$ cat src/rtl/r_ram_to_uart_if.sv
// rtl/r_ram_to_uart_if.sv - RAM read port, control handshake and UART pin bundle for r_ram_to_uart
interface r_ram_to_uart_if;
   logic        r_ram_to_uart_start;
   logic [7:0]  dout;
   logic [14:0] address;
   logic        ena;
   logic        uart_txd;
   logic        busy;
   logic        r_ram_to_uart_end;

   // Transmitter side: reads the RAM, drives the serial line and status
   modport master (
      input  r_ram_to_uart_start,
      input  dout,
      output address,
      output ena,
      output uart_txd,
      output busy,
      output r_ram_to_uart_end
   );

   // Environment side: requests transfers and returns RAM data
   modport slave (
      output r_ram_to_uart_start,
      output dout,
      input  address,
      input  ena,
      input  uart_txd,
      input  busy,
      input  r_ram_to_uart_end
   );
endinterface

$ cat src/rtl/r_ram_to_uart.sv
// rtl/r_ram_to_uart.sv - streams FULL_NUMBER RAM bytes out of an 8N1 UART transmitter
module r_ram_to_uart #(
   parameter int FULL_NUMBER = 6432,
   parameter int CLK_FREQ    = 50_000_000,
   parameter int BAUD        = 115200
) (
   input  logic            sys_clk,
   input  logic            sys_rst,
   r_ram_to_uart_if.master bus
);

   localparam int                BIT_CNT_MAX = CLK_FREQ / BAUD;
   localparam int                BAUD_W      = (BIT_CNT_MAX > 1) ? $clog2(BIT_CNT_MAX) : 1;
   localparam logic [BAUD_W-1:0] BAUD_LAST   = BAUD_W'(BIT_CNT_MAX - 1);
   localparam logic [14:0]       LAST_ADDR   = 15'(FULL_NUMBER - 1);

   localparam logic [2:0] IDLE    = 3'd0;
   localparam logic [2:0] RD_ADDR = 3'd1;
   localparam logic [2:0] RD_WAIT = 3'd2;
   localparam logic [2:0] LOAD    = 3'd3;
   localparam logic [2:0] SEND    = 3'd4;
   localparam logic [2:0] NEXT    = 3'd5;
   localparam logic [2:0] DONE    = 3'd6;

   logic [2:0]        r_state;
   logic [14:0]       r_counter;
   logic [7:0]        r_shift;
   logic [3:0]        r_bit_idx;
   logic [BAUD_W-1:0] r_baud;
   logic              r_txd;
   logic              r_end;

   logic              w_baud_wrap;
   logic              w_last_bit;
   logic              w_last_byte;

   // Bit 9 is the stop bit; wrapping out of it ends the frame
   assign w_baud_wrap = (r_baud == BAUD_LAST);
   assign w_last_bit  = (r_bit_idx == 4'd9);
   assign w_last_byte = (r_counter >= LAST_ADDR);

   // Sequencer: fetch a byte (two enabled read cycles), load, shift out, advance
   always_ff @(posedge sys_clk or posedge sys_rst) begin
      if (sys_rst) begin
         r_state   <= IDLE;
         r_counter <= '0;
         r_shift   <= '0;
         r_bit_idx <= '0;
         r_baud    <= '0;
         r_txd     <= 1'b1;
      end else begin
         case (r_state)
            IDLE: begin
               r_txd <= 1'b1;
               if (bus.r_ram_to_uart_start && !r_end) begin
                  r_state <= RD_ADDR;
               end
            end
            RD_ADDR: begin
               r_state <= RD_WAIT;
            end
            RD_WAIT: begin
               r_state <= LOAD;
            end
            LOAD: begin
               // Data is valid here thanks to the two-cycle RAM latency;
               // the line drops to the start bit on this same edge.
               r_shift   <= bus.dout;
               r_bit_idx <= '0;
               r_baud    <= '0;
               r_txd     <= 1'b0;
               r_state   <= SEND;
            end
            SEND: begin
               if (w_baud_wrap) begin
                  r_baud <= '0;
                  if (w_last_bit) begin
                     r_txd   <= 1'b1;
                     r_state <= NEXT;
                  end else begin
                     r_bit_idx <= r_bit_idx + 4'd1;
                     // Leaving bits 0..7 presents the next data bit LSB first;
                     // leaving bit 8 (d7) presents the stop bit.
                     if (r_bit_idx < 4'd8) begin
                        r_txd   <= r_shift[0];
                        r_shift <= {1'b0, r_shift[7:1]};
                     end else begin
                        r_txd <= 1'b1;
                     end
                  end
               end else begin
                  r_baud <= r_baud + 1'b1;
               end
            end
            NEXT: begin
               r_txd <= 1'b1;
               if (w_last_byte) begin
                  r_counter <= '0;
                  r_state   <= DONE;
               end else begin
                  r_counter <= r_counter + 15'd1;
                  r_state   <= RD_ADDR;
               end
            end
            DONE: begin
               r_txd   <= 1'b1;
               r_state <= IDLE;
            end
            default: begin
               r_txd   <= 1'b1;
               r_state <= IDLE;
            end
         endcase
      end
   end

   // Completion flag: set on DONE entry (wins over a same-cycle start drop), cleared by start low
   always_ff @(posedge sys_clk or posedge sys_rst) begin
      if (sys_rst) begin
         r_end <= 1'b0;
      end else if (r_state == NEXT && w_last_byte) begin
         r_end <= 1'b1;
      end else if (!bus.r_ram_to_uart_start) begin
         r_end <= 1'b0;
      end
   end

   assign bus.address           = r_counter;
   assign bus.ena               = (r_state == RD_ADDR) || (r_state == RD_WAIT);
   assign bus.busy              = (r_state != IDLE) && (r_state != DONE);
   assign bus.uart_txd          = r_txd;
   assign bus.r_ram_to_uart_end = r_end;

endmodule

$ cat src/flat_wrapper.sv
// flat-port wrapper written by rule: the top's interface ports become plain ports
module r_ram_to_uart_flat 
#(
   parameter int FULL_NUMBER = 6432,
   parameter int CLK_FREQ    = 50_000_000,
   parameter int BAUD        = 115200
)
  (sys_clk, sys_rst, bus_r_ram_to_uart_start, bus_dout, bus_address, bus_ena, bus_uart_txd, bus_busy, bus_r_ram_to_uart_end);
  r_ram_to_uart_if bus_i ();
  input  logic sys_clk;
  input  logic sys_rst;
  input wire logic [$bits(bus_i.r_ram_to_uart_start)-1:0] bus_r_ram_to_uart_start;
  input wire logic [$bits(bus_i.dout)-1:0] bus_dout;
  output wire logic [$bits(bus_i.address)-1:0] bus_address;
  output wire logic [$bits(bus_i.ena)-1:0] bus_ena;
  output wire logic [$bits(bus_i.uart_txd)-1:0] bus_uart_txd;
  output wire logic [$bits(bus_i.busy)-1:0] bus_busy;
  output wire logic [$bits(bus_i.r_ram_to_uart_end)-1:0] bus_r_ram_to_uart_end;
  assign bus_i.r_ram_to_uart_start = bus_r_ram_to_uart_start;
  assign bus_i.dout = bus_dout;
  assign bus_address = bus_i.address;
  assign bus_ena = bus_i.ena;
  assign bus_uart_txd = bus_i.uart_txd;
  assign bus_busy = bus_i.busy;
  assign bus_r_ram_to_uart_end = bus_i.r_ram_to_uart_end;
  r_ram_to_uart #(.FULL_NUMBER(FULL_NUMBER), .CLK_FREQ(CLK_FREQ), .BAUD(BAUD)) u_core (.sys_clk(sys_clk), .sys_rst(sys_rst), .bus(bus_i));
endmodule
$ cat config.mk
export PLATFORM = sky130hd
export DESIGN_NAME = r_ram_to_uart_flat
export DESIGN_NICKNAME = d
export VERILOG_FILES = /design/src/rtl/r_ram_to_uart_if.sv /design/src/rtl/r_ram_to_uart.sv /design/src/flat_wrapper.sv
export SDC_FILE = /design/constraint.sdc
export NUM_CORES = 1
export LEC_CHECK = 0
export CORE_ASPECT_RATIO = 2
export CORE_MARGIN = 5
export CORE_UTILIZATION = 35
export CTS_CLUSTER_DIAMETER = 80
export DETAILED_ROUTE_END_ITERATION = 8
export PLACE_DENSITY = 0.66
export SLEW_MARGIN = 20
export SYNTH_ARGS = -nofsm -noshare
export SYNTH_HDL_FRONTEND = slang
export SYNTH_SLANG_ARGS = --single-unit
$ cat constraint.sdc
create_clock -name sys_clk -period 2 [get_ports sys_clk]
set_input_delay 0.4 -clock sys_clk [delete_from_list [all_inputs] [get_ports sys_clk]]
set_output_delay 0.4 -clock sys_clk [all_outputs]
set_load 0.05 [all_outputs]
==> results.md, run 1 <==
- Area Overhead vs Synth: 24.0%
- Most common cell after layout, fill and taps aside: dfrtp_1
- Slew Viols, Final: 0
- Placer congestion estimate: roughly 0.86
- Initial antenna violation count: 0
- Post-synthesis compound-gate area fraction: about a fifth
- Mapped cell area: between 2000 and 2500 µm²
- EDFF count, synth: 0
- DRC Markers: 0
- Final hold vios: 0
- All-layer global routing usage: between 10% and 20%
- Core area: about 6500 µm²
- Synth Flop Type: dfrtp_1
- Tcrit/Tclk final: between 90% and 100%
- # IOs: 30
- Share of layout cells above drive strength 1: 14.6%
- Clock transition at path regs: 0.05 ns
- Switching Fraction: about a fifth
- Nets: 295
- Yosys warns: 0
- Largest family of logic cells by synthesized area: simple AND/OR/NAND/NOR gates
- Clock Power Share: 46.1%
- Multiplexer area fraction after synthesis: around 4.5%
- Setup crit start: u_core.bus.address[13]
- Max VDD drop: about 380 µV
- Worst path cell trace: clkdlybuf4s50_1
- Hold Path Class: in -> async
- PnR worst setup slack: a little under 0.1 ns
- CP arrival: about 1.5 ns
- DIE AREA: about 8400 µm²
- Ant. Diodes: 0
- FMAX: around 0.53 GHz
- Rel. slew slack: 56.4%
- FP Rows: 42
- Syn Area/Cell: ~9.4 µm²
- Die Ht: about 120 µm
- Synthesized instance count: roughly 240
- Worst Path Required: 1.60 ns
- Starting Density: about a third
- CTS tree: done
- Worst Path Max Fanout: 4
- Synth async-reset ratio: 100%
- Max clock buf depth: 2
- Vias: a little under 2,000
- Vias per cell: between 5 and 6
- Setup violators final: 0
- WL/cell: ~14 µm
- Yosys reg bits: 41
- Synthesized net count: 260
- Final WL: roughly 5.3 mm
- PortBufs: 29
- Sequential power share: 50.8%
- Clk sink count: 41
- Post-DRT Antenna Nets: 0
- Static Leak: 1.26 nW
- Largest delay share family, worst path: buffers and inverters
- H-tree depth: 2
- Internal: between 0.001 and 0.0015 W
- R2R Setup Slk: 0.13 ns
- Register area share after synthesis: between 40 and 50%
- Dpl ws: ~0.058 ns
- Post-DP HPWL: 3.85 mm
- Setup TNS: 0 ns
- DRT Pass-1 Iters: 4
- Stages on the worst setup path: 1
- Post-layout minimum cycle time: about 1.9 ns
- NetSw: 0.000331 W
- First-pass GRT wire length: between 9 and 10 mm
- Remaining global-route overflow: 0
- R2R Path End: u_core.r_bit_idx[0]
- Total of max-cap violations: 0
- Slowest stage delay, CP: just over 0.8 ns
- Worst-Skew Late Latency: between 0.2 and 0.3 ns
- Largest net degree at the start of global routing: 42
- Vias in the first global route: 1,968
- Overall die width: 67.4 µm
- Critical path buffers and inverters: 1
- Path depth of the worst reg2reg path: 5
- Crit path kind: reg -> out
- R2r startpoint: u_core.r_state[1]
- RSZ-0062 raised after global routing: false
- CTS root buf: clkbuf_16
- Pwr/cell area: ~580 nW/µm²
- CP endpoint kind: output pin
- Worst setup SP type: flop
- Actual slew at the worst max-slew pin: approximately 0.65 ns
- Power share of the combinational group: 3.1%
- Fill count: approximately 660
- Worst Skew: a little over 0.005 ns
- Most frequent cells in the layout: dfrtp_1, nand2_1, buf_4
- Adder-cell share of the synthesized area: around 3.2%
- Synth cell types: between 50 and 60
- Critical path's slowest cell: clkdlybuf4s50_1
- Status: complete, no violations
- XOR/XNOR share of the synthesized area: 1.90%
- Crit path to: bus_address[13]
- Iter 0 DRT Violations: about 110
- Num CTS Buffers: 5
- Post-Synth Simple-Gate Area: between 20% and 30%
[final cells by class]
class	count	area [µm²]	area share (%)
clock buffer	8	136	4.78
inverter	9	33.8	1.18
multi-input combinational	183	1180	41.5
sequential	41	1030	36.0
tap	88	110	3.86
timing repair buffer	39	363	12.7
[worst min-delay path by stage]
stage | from | to | depth (start not counted)
after floorplan | u_core.r_shift[7] | u_core.r_shift[7] | 2
after global routing | sys_rst | u_core.bus.address[6] | 3
after CTS | u_core.r_shift[7] | u_core.r_shift[7] | 2
final | sys_rst | u_core.bus.address[8] | 3
after global placement | u_core.r_shift[7] | u_core.r_shift[7] | 2
after detailed placement | u_core.r_shift[7] | u_core.r_shift[7] | 2
[registers in the layout, summed over array words and instances, names as in the netlist]
signal	flops
u_core.bus.address	15
u_core.r_baud	9
u_core.r_shift	8
u_core.r_bit_idx	4
u_core.r_state	3
u_core.bus.r_ram_to_uart_end	1
u_core.bus.uart_txd	1
[stage by stage]
| step | instances | utilization (%) | cell area (µm²) | hold WS (ns) | power, W |
|---|---|---|---|---|---|
| after floorplan | 244 | - | 2300 | 0.438 | 0.000878 |
| after global placement | 360 | 41.7 | 2720 | 0.452 | 0.000909 |
| after detailed placement | 360 | 41.7 | 2720 | 0.481 | 0.000912 |
| after CTS | 368 | 43.8 | 2850 | 0.493 | 0.00168 |
| after global routing | 368 | 43.8 | 2860 | 0.518 | 0.00172 |
| final | 368 | 43.8 | 2860 | 0.479 | 0.00166 |
[timing repair]
action,CTS,global route
resized for setup,0,1
hold buffers,0,0
buffers inserted,0,0
setup endpoints to repair,0,15
[routing by layer]
metal | track usage [%] | up-vias | wire length (µm)
met5 | 0 | - | 0
met2 | 21.4 | 43 | 2520
met1 | 18.1 | 951 | 2460
li1 | - | 963 | -
met4 | 4.31 | 0 | 69
met3 | 3.07 | 6 | 226
[cell usage after synthesis, types with 2 or more instances]
cell / count / area, µm²
o21ai_1: 2 / 10.0
a22o_1: 3 / 26.3
mux2i_1: 8 / 80.1
nand3b_1: 4 / 30.0
nor4_1: 3 / 18.8
mux2_2: 2 / 22.5
and2_1: 3 / 18.8
dfrtp_1: 40 / 1000
a31oi_1: 2 / 12.5
and3_1: 3 / 18.8
nand2b_1: 3 / 18.8
ha_1: 5 / 62.6
a21oi_1: 14 / 70.1
nand4_1: 4 / 25.0
a211oi_1: 3 / 22.5
buf_2: 7 / 35.0
nor3_1: 4 / 20.0
xor2_1: 3 / 26.3
and4_1: 3 / 26.3
nand2_1: 32 / 120
clkbuf_1: 2 / 7.51
and4b_1: 2 / 20.0
o21ai_0: 21 / 105
inv_1: 9 / 33.8
nand3_1: 11 / 55.1
or3_1: 2 / 12.5
nor2_1: 13 / 48.8
xnor2_1: 2 / 17.5
a21o_1: 7 / 52.6
o22ai_1: 3 / 18.8
and3b_1: 2 / 17.5
[power groups by stage]
stage / clock, W / combinational [W] / sequential, W
6_report: 0.000765 / 0.0000515 / 0.000843
3_3_place_gp: 0 / 0.0000524 / 0.000857
4_1_cts: 0.000781 / 0.0000540 / 0.000843
2_1_floorplan: 0 / 0.0000220 / 0.000856
3_5_place_dp: 0 / 0.0000539 / 0.000858
5_1_grt: 0.000813 / 0.0000601 / 0.000844
[logic make-up (layout without fill, tap and decap cells)]
kind of cell               Yosys count  after routing
AOI/OAI and AO/OA                   70             70
xor gates and xnor gates             5              5
adders and majority gates            6              6
buffers and inverters               20             56
DFF                                 41             41
muxes                               10             10
and+or+nand+nor                     92             92
(Power assumes the default switching activity.)
==> run 2: changes to the inputs <==
--- a/config.mk
+++ b/config.mk
@@ -5,8 +5,8 @@
 export SDC_FILE = /design/constraint.sdc
 export NUM_CORES = 1
 export LEC_CHECK = 0
+export CAP_MARGIN = 20
 export CORE_ASPECT_RATIO = 2
-export CORE_MARGIN = 5
 export CORE_UTILIZATION = 35
 export CTS_CLUSTER_DIAMETER = 80
 export DETAILED_ROUTE_END_ITERATION = 8
==> results.md, run 2 (same netlist as run 1, synthesis figures left out) <==
- PortBufs: 29 (unchanged)
- Ant. Diodes: 0 (unchanged)
- Status: complete, no violations
- First-pass GRT wire length: 9.18 mm (+1.3%)
- CTS tree: done
- Iter 0 DRT Violations: 37 (-67%)
- Total of max-cap violations: 0 (unchanged)
- Tcrit/Tclk final: 93.9% (-1.3 points)
- Starting Density: 36.5% (+1.2 points)
- Vias: 1,926 (-1.9%)
- FP Rows: 41 (-2.4%)
- Vias per cell: 5.21 (-2.4%)
- Share of layout cells above drive strength 1: 16.9% (+2.3 points)
- Remaining global-route overflow: 0 (unchanged)
- Actual slew at the worst max-slew pin: 0.625 ns (-0.0272 ns)
- Worst-Skew Late Latency: 0.28 ns (about the same)
- Placer congestion estimate: 0.807 (-5.8%)
- Setup violators final: 0 (unchanged)
- PnR worst setup slack: 0.122 ns (+0.0257 ns)
- Post-DP HPWL: 4.07 mm (+5.9%)
- Nets: 299 (+1.4%)
- DRT Pass-1 Iters: 4 (unchanged)
- CP endpoint kind: output pin
- Final WL: 5.38 mm (+2.0%)
- CTS Hold Bufs: 0 (unchanged)
- Slew Viols, Final: 0 (unchanged)
- Post-layout minimum cycle time: 1.88 ns (-0.0257 ns)
- Largest delay share family, worst path: buffers and inverters
- Slowest stage delay, CP: 0.81 ns (-0.02 ns)
- Worst Path Max Fanout: 3 (-1)
- Core area: 6310 µm² (-3.2%)
- Clock transition at path regs: 0.06 ns (about the same)
- DRC Markers: 0 (unchanged)
- Num CTS Buffers: 5 (unchanged)
- Pwr/cell area: 628 nW/µm² (+8.1%)
- Hold Path Class: in -> async
- Worst Path Required: 1.60 ns (about the same)
- Setup TNS: 0 ns (unchanged)
- Max clock buf depth: 2 (unchanged)
- Setup bufs post-CTS: 0 (unchanged)
- Rel. slew slack: 58.2% (+1.8 points)
- Initial antenna violation count: 0 (unchanged)
- FMAX: 0.532 GHz (+1.4%)
- Dpl cells: 362 (+0.56%)
- Critical path buffers and inverters: 1 (unchanged)
- Largest net degree at the start of global routing: 30 (-29%)
- RSZ-0062 raised after global routing: false
- CP arrival: 1.48 ns (-0.02 ns)
- Finished Layout Cells: 370 (+0.54%)
- Max reg flops: 15 (unchanged)
- All-layer global routing usage: 17.6% (+4.1 points)
- CTS root buf: clkbuf_16
- Worst path cell trace: clkdlybuf4s50_1
- Max VDD drop: 494 µV (+30%)
- Post-DRT Antenna Nets: 0 (unchanged)
- Placed cell area: 2730 µm² (+0.46%)
- Critical path's slowest cell: clkdlybuf4s50_1
- Crit path kind: reg -> out
- # IOs: 30 (unchanged)
- Final hold vios: 0 (unchanged)
- Vias in the first global route: 1,970 (+0.10%)
- WL/cell: 14.5 µm (+1.4%)
- H-tree depth: 2 (unchanged)
- Overall die width: 59.4 µm (-12%)
- Final Core Density: 46.0% (+2.2 points)
- Most frequent cells in the layout: dfrtp_1, nand2_1, buf_4
- Worst setup SP type: flop
- Die Ht: 117 µm (-6.4%)
- Most common cell after layout, fill and taps aside: dfrtp_1
- Static Leak: 1.29 nW (+2.8%)
- Clk sink count: 41 (unchanged)
- Worst Skew: 0.00377 ns (-0.00135 ns)
- Fin area: 2900 µm² (+1.7%)
- DIE AREA: 6930 µm² (-18%)
- Dpl ws: 0.172 ns (+0.114 ns)
- Area Overhead vs Synth: 26.1%
## run 2: cell types whose count changed in the layout (fill, tap and decap cells not counted)
| cell | change |
|---|---|
| buf_12 | -1 |
| buf_4 | +6 |
| bufinv_16 | +1 |
| clkbuf_1 | -2 |
| clkbuf_8 | +1 |
| clkdlybuf4s50_1 | -1 |
## run 2: path summary, 6_finish.rpt
kind                                         startpoint                    end  slack [ns]  cells past startpoint
max                        u_core.bus.r_ram_to_uart_end  bus_r_ram_to_uart_end        0.12                      1
min                                             sys_rst      u_core.r_shift[7]        0.43                      3
max reg2reg                            u_core.r_baud[1]       u_core.r_baud[6]        0.23                      7
min reg2reg                           u_core.r_shift[7]      u_core.r_shift[7]        0.48                      2
max in group asynchronous                       sys_rst       u_core.r_baud[6]        1.20                      3
min in group sys_clk                  u_core.r_shift[7]      u_core.r_shift[7]        0.48                      2
## run 2: worst reg2reg max path, delay by kind of cell (launching register included)
family	cells	cell delay [ns]
AND/OR/NAND/NOR	1	0.35
AO/OA/AOI/OAI	3	0.50
adder cells (fa/ha/maj)	1	0.13
flip-flops	1	0.42
buffers and inverters	2	0.28
## run 2: where the power goes
part	internal, W	switching, W
sequential	0.000838	0.00000432
combinational	0.0000256	0.0000250
clock	0.000623	0.000309
## run 2: area by class of cell
| class | instances | area, µm² |
|---|---|---|
| clock inverter | 1 | 30.0 |
| timing repair buffer | 43 | 378 |
| tap | 86 | 108 |
| inverter | 9 | 33.8 |
| multi-input combinational | 183 | 1180 |
| sequential | 41 | 1030 |
| clock buffer | 7 | 143 |
| fill | 619 | 3410 |
## run 2: through the flow
stage	total power [W]	hold slack [ns]
CTS	0.00184	0.435
global placement	0.000909	0.453
global route	0.00188	0.456
finish	0.00182	0.430
floorplan	0.000878	0.438
detailed placement	0.000910	0.460
## run 2: per-layer routing
layer / part of all wire, % / wire [µm] / vias up / GRT usage [%]
met5: 0 / 0 / - / 0
met4: 2.6 / 139 / 0 / 7.94
met3: 2.2 / 119 / 13 / 2.66
met2: 56 / 3010 / 31 / 33.6
met1: 39 / 2110 / 910 / 18.0
li1: - / - / 972 / -
## run 2: timing repair
| item | in CTS | in global routing |
|---|---|---|
| endpoints found under the hold margin | 0 | 0 |
| resized for setup | 0 | 1 |
| setup endpoints to repair | 0 | 3 |
